<file path="src/rtl/vs_mux_demux_bank.sv">
// vs_mux_demux_bank: four independent select paths (2:1 mux, 4:1 mux,
// 1:2 demux, 1:4 demux). Each has a purely combinational core followed by
// an output register. The block has no enables, no bypass and no other state.
//
// There is no handshake and no FSM. Outputs follow the sampled inputs with
// exactly one cycle of latency. Asserting rst_n low clears every output
// register at once, without waiting for a clock edge.

module vs_mux_demux_bank #(
  parameter int WIDTH = 4
) (
  input  logic             clk,
  input  logic             rst_n,
  input  logic             sel1,
  input  logic [1:0]       sel2,
  input  logic [WIDTH-1:0] in0,
  input  logic [WIDTH-1:0] in1,
  input  logic [WIDTH-1:0] in2,
  input  logic [WIDTH-1:0] in3,
  input  logic [WIDTH-1:0] demux_in,
  output logic [WIDTH-1:0] mux2_out,
  output logic [WIDTH-1:0] mux4_out,
  output logic [WIDTH-1:0] dmx2_out0,
  output logic [WIDTH-1:0] dmx2_out1,
  output logic [WIDTH-1:0] dmx4_out0,
  output logic [WIDTH-1:0] dmx4_out1,
  output logic [WIDTH-1:0] dmx4_out2,
  output logic [WIDTH-1:0] dmx4_out3
);

  // Combinational results, one group per path
  logic [WIDTH-1:0] mux2_c;
  logic [WIDTH-1:0] mux4_c;
  logic [WIDTH-1:0] dmx2_c0;
  logic [WIDTH-1:0] dmx2_c1;
  logic [WIDTH-1:0] dmx4_c0;
  logic [WIDTH-1:0] dmx4_c1;
  logic [WIDTH-1:0] dmx4_c2;
  logic [WIDTH-1:0] dmx4_c3;

  // 2:1 mux: sel1 picks in0 or in1
  always_comb begin
    mux2_c = in0;
    if (sel1) mux2_c = in1;
  end

  // 4:1 mux: sel2 indexes in0..in3
  always_comb begin
    mux4_c = in0;
    case (sel2)
      2'd0: mux4_c = in0;
      2'd1: mux4_c = in1;
      2'd2: mux4_c = in2;
      2'd3: mux4_c = in3;
      default: mux4_c = in0;
    endcase
  end

  // 1:2 demux: route demux_in to the selected output and zero the other
  always_comb begin
    dmx2_c0 = '0;
    dmx2_c1 = '0;
    if (sel1) dmx2_c1 = demux_in;
    else      dmx2_c0 = demux_in;
  end

  // 1:4 demux: route demux_in to output sel2 and zero the other three
  always_comb begin
    dmx4_c0 = '0;
    dmx4_c1 = '0;
    dmx4_c2 = '0;
    dmx4_c3 = '0;
    case (sel2)
      2'd0: dmx4_c0 = demux_in;
      2'd1: dmx4_c1 = demux_in;
      2'd2: dmx4_c2 = demux_in;
      2'd3: dmx4_c3 = demux_in;
      default: dmx4_c0 = demux_in;
    endcase
  end

  // Mux output registers; async clear
  always_ff @(posedge clk or negedge rst_n) begin
    if (!rst_n) begin
      mux2_out <= '0;
      mux4_out <= '0;
    end else begin
      mux2_out <= mux2_c;
      mux4_out <= mux4_c;
    end
  end

  // 1:2 demux output registers; async clear
  always_ff @(posedge clk or negedge rst_n) begin
    if (!rst_n) begin
      dmx2_out0 <= '0;
      dmx2_out1 <= '0;
    end else begin
      dmx2_out0 <= dmx2_c0;
      dmx2_out1 <= dmx2_c1;
    end
  end

  // 1:4 demux output registers; async clear
  always_ff @(posedge clk or negedge rst_n) begin
    if (!rst_n) begin
      dmx4_out0 <= '0;
      dmx4_out1 <= '0;
      dmx4_out2 <= '0;
      dmx4_out3 <= '0;
    end else begin
      dmx4_out0 <= dmx4_c0;
      dmx4_out1 <= dmx4_c1;
      dmx4_out2 <= dmx4_c2;
      dmx4_out3 <= dmx4_c3;
    end
  end

endmodule

</file>
<file path="config.mk">
export PLATFORM = sky130hd
export DESIGN_NAME = vs_mux_demux_bank
export DESIGN_NICKNAME = d
export VERILOG_FILES = /design/src/rtl/vs_mux_demux_bank.sv
export SDC_FILE = /design/constraint.sdc
export NUM_CORES = 1
export LEC_CHECK = 0
export ABC_AREA = 1
export BUFFER_PORTS_ARGS = -buffer_cell sky130_fd_sc_hd__buf_2
export CAP_MARGIN = 20
export CORE_UTILIZATION = 44
export CTS_CLUSTER_DIAMETER = 50
export DETAILED_ROUTE_END_ITERATION = 16
export MAX_ROUTING_LAYER = met4
export PLACE_DENSITY = 0.86
export SLEW_MARGIN = 20
export SYNTH_ARGS = -nofsm -noshare
export SYNTH_HDL_FRONTEND = slang
export SYNTH_SLANG_ARGS = --single-unit
export TNS_END_PERCENT = 10
</file>
<file path="constraint.sdc">
create_clock -name clk -period 0.8 [get_ports clk]
set_input_delay 0.08 -clock clk [delete_from_list [all_inputs] [get_ports clk]]
set_output_delay 0.08 -clock clk [all_outputs]
set_load 0.02 [all_outputs]
</file>
==> impl_metrics.py <==
metrics = {
    "clock_network": {
        "cts_buffers": 5,
        "cts-root-buf": "clkbuf_4",
        "cts_tree": "yes",
        "cts_max_level": 2,
        "cts.sinks": 32,
        "clk_path_buf_depth": 2,
        "post_cts_buffers": 0,
        "clkSlewWorstSetupHoldPaths_ns": 0.09,
    },
    "worst_setup_path": {
        "crit_arrival_ns": 0.87,
        "endpoint_kind": "output port",
        "crit_family": "flip-flops",
        "slowest_delay_ns": 0.40,
        "path_buf_inv": 1,
        "cp_slowest_cell": "dfrtp_1",
        "worst_setup_path_start_kind": "register",
        "worstSetupPathType": "register to output port",
        "worstPathCellList": "buf_6",
        "crit_fanout": 1,
        "crit_required_ns": 0.72,
    },
    "global_route": {
        "grt_pass1_wl_mm": 3.96,
        "grt_pass1_vias": 967,
        "grt_usage": 0.216,
        "grt_overflow": 0,
        "antenna_found_initial": 0,
        "grt_max_degree": 22,
    },
    "run": {
        "maxCapViolations": 0,
    },
    "floorplan": {
        "die-area_mm2": 0.00284,
        "coreArea_mm2": 0.00248,
        "start_util": 0.467,
        "die_h_um": 53.3,
        "die_x_um": 53.3,
        "row_count": 18,
        "num_io_pins": 57,
    },
    "routing": {
        "drc": 0,
        "ant_nets": 0,
        "firstDrtPassIters": 4,
        "drt-total-wl_mm": 2.52,
        "vias": 1006,
        "routed_via_density": 4.70,
        "routedWlPerCell_um": 11.8,
        "drt_iter0_drc": 5,
    },
    "pwr": {
        "power_mw": 3.19,
        "p_leak_nw": 0.983,
        "peakVddDrop_mv": 1.37,
        "power.density_mw_per_mm2": 1870,
    },
    "logic_synthesis": {
        "netlist_instances": 106,
        "synth_cell_types": 12,
        "yosys_warnings": 0,
        "yosysSeqAreaShare": 0.693,
        "synth.ff_latch_count": 32,
        "syn-cell-area_mm2": 0.00116,
        "synth_fp_nets": 131,
        "synth_area_per_cell_um2": 10.9,
    },
    "timing": {
        "fin_crit_sh": 1.19,
        "tightest_slew_ns": 0.301,
        "setup_viol": 32,
        "slew_violations": 0,
        "hold_viol_final": 0,
        "max_freq_mhz": 1050,
        "min_period_ns": 0.949,
        "fin_ws_ns": -0.149,
        "grt_setup_unrepaired": "true",
        "slew-limit-headroom": 0.799,
    },
    "cells_and_area": {
        "layout.nets": 208,
        "diodes": 0,
        "final_cell_area_mm2": 0.00171,
        "drive_gt1_frac": 0.424,
        "nFillCells": 192,
        "area_delta_synth_final_pct": 47.7,
    },
    "outcome": {
        "violations": "setup timing",
        "status": "finished, violations left",
    },
    "place": {
        "io_buffers": 56,
        "hpwl_mm": 1.85,
        "dpl_cell_area_mm2": 0.00148,
        "gp_congestion": 0.860,
        "pre_cts_slack_ns": 0.0767,
    },
    "min_path": {
        "hp-class": "input pin to register",
    },
}
==> power by group <==
part / total, mW / switching [mW] / internal, mW
registers: 1.73 / 0.0238 / 1.70
clock network: 0.925 / 0.508 / 0.417
logic: 0.543 / 0.323 / 0.220
total: 3.19 / 0.854 / 2.34
==> registers in the layout, summed over array words and instances (netlist names) <==
name and count:
dmx2_out0 4, dmx2_out1 4, dmx4_out0 4, dmx4_out1 4, dmx4_out2 4, dmx4_out3 4
mux2_out 4, mux4_out 4
==> Yosys cell counts <==
master / n / area [um2]
nand4_1: 4 / 25.0
dfrtp_1: 32 / 801
o21ai_1: 2 / 10.0
nand2_4: 3 / 33.8
nand2_1: 12 / 45.0
inv_2: 7 / 26.3
nor2_2: 1 / 6.26
nor2_1: 20 / 75.1
o21ai_0: 2 / 10.0
inv_1: 8 / 30.0
nand3_1: 12 / 60.1
buf_6: 3 / 33.8
==> final cells by class <==
cell class	instances	area, um2	area share
clock buffers	6	51.3	0.0300
flip-flops and latches	32	801	0.469
repair buffers	73	487	0.285
clock inverters	2	10.0	0.00586
multi-input cells	56	265	0.155
inverters	15	56.3	0.0330
well taps	30	37.5	0.0220
==> tightest hold or removal path, stage by stage <==
cell,delay (ns)
buf_2,0.08
nand3_1,0.07
nand4_1,0.09
==> worst paths after layout <==
kind                                        start                     end  slack, ns  cells past startpoint
worst max-delay path       dmx2_out0[3]$_DFF_PN0_            dmx2_out0[3]      -0.15                      1
worst min-delay path                       in3[0]   mux4_out[0]$_DFF_PN0_       0.02                      3
max in group asynchronous                   rst_n  dmx4_out0[2]$_DFF_PN0_       0.24                      3
min in group asynchronous                   rst_n  dmx2_out1[2]$_DFF_PN0_       0.17                      2
==> per-stage QoR <==
stage	hold WS [ns]	cells	util	setup TNS (ns)
after floorplan	-0.216	106	-	0
after global placement	-0.0245	192	0.595	0
after detailed placement	-0.0154	192	0.595	0
after CTS	0.00318	214	0.684	-4.68
after global routing	0.0121	214	0.689	-5.62
final	0.0206	214	0.689	-4.05
==> cell families after synthesis <==
group	after synthesis	share of synthesized area
flops	32	0.693
buf+inv	18	0.0779
simple gates	52	0.212
compound gates	4	0.0173
==> per-layer routing <==
| metal | GRT usage | part of all wire |
|---|---|---|
| met1 | 0.211 | 0.37 |
| met2 | 0.379 | 0.52 |
| met3 | 0.0891 | 0.099 |
| met4 | 0.0789 | 0.016 |
| met5 | - | 0 |
==> placed cells by master (no fill, tap or decap), types with 2 or more instances in the layout <==
| master | count |
|---|---|
| clkinv_2 | 2 |
| dfrtp_1 | 32 |
| nor2_1 | 20 |
| nand4_1 | 4 |
| buf_2 | 51 |
| nand3_1 | 12 |
| nand2_4 | 3 |
| inv_1 | 8 |
| o21ai_1 | 2 |
| dlygate4sd3_1 | 14 |
| inv_2 | 7 |
| nand2_1 | 12 |
| clkbuf_4 | 5 |
| buf_4 | 2 |
| buf_6 | 5 |
| o21ai_0 | 2 |
==> what timing repair did <==
item	4_1_cts	5_1_grt
setup endpoints to repair	32	32
pin swaps	0	0
hold endpoints to repair	44	0
hold buffers	14	0
gates resized for setup	6	4
(Power assumes the default switching activity.)
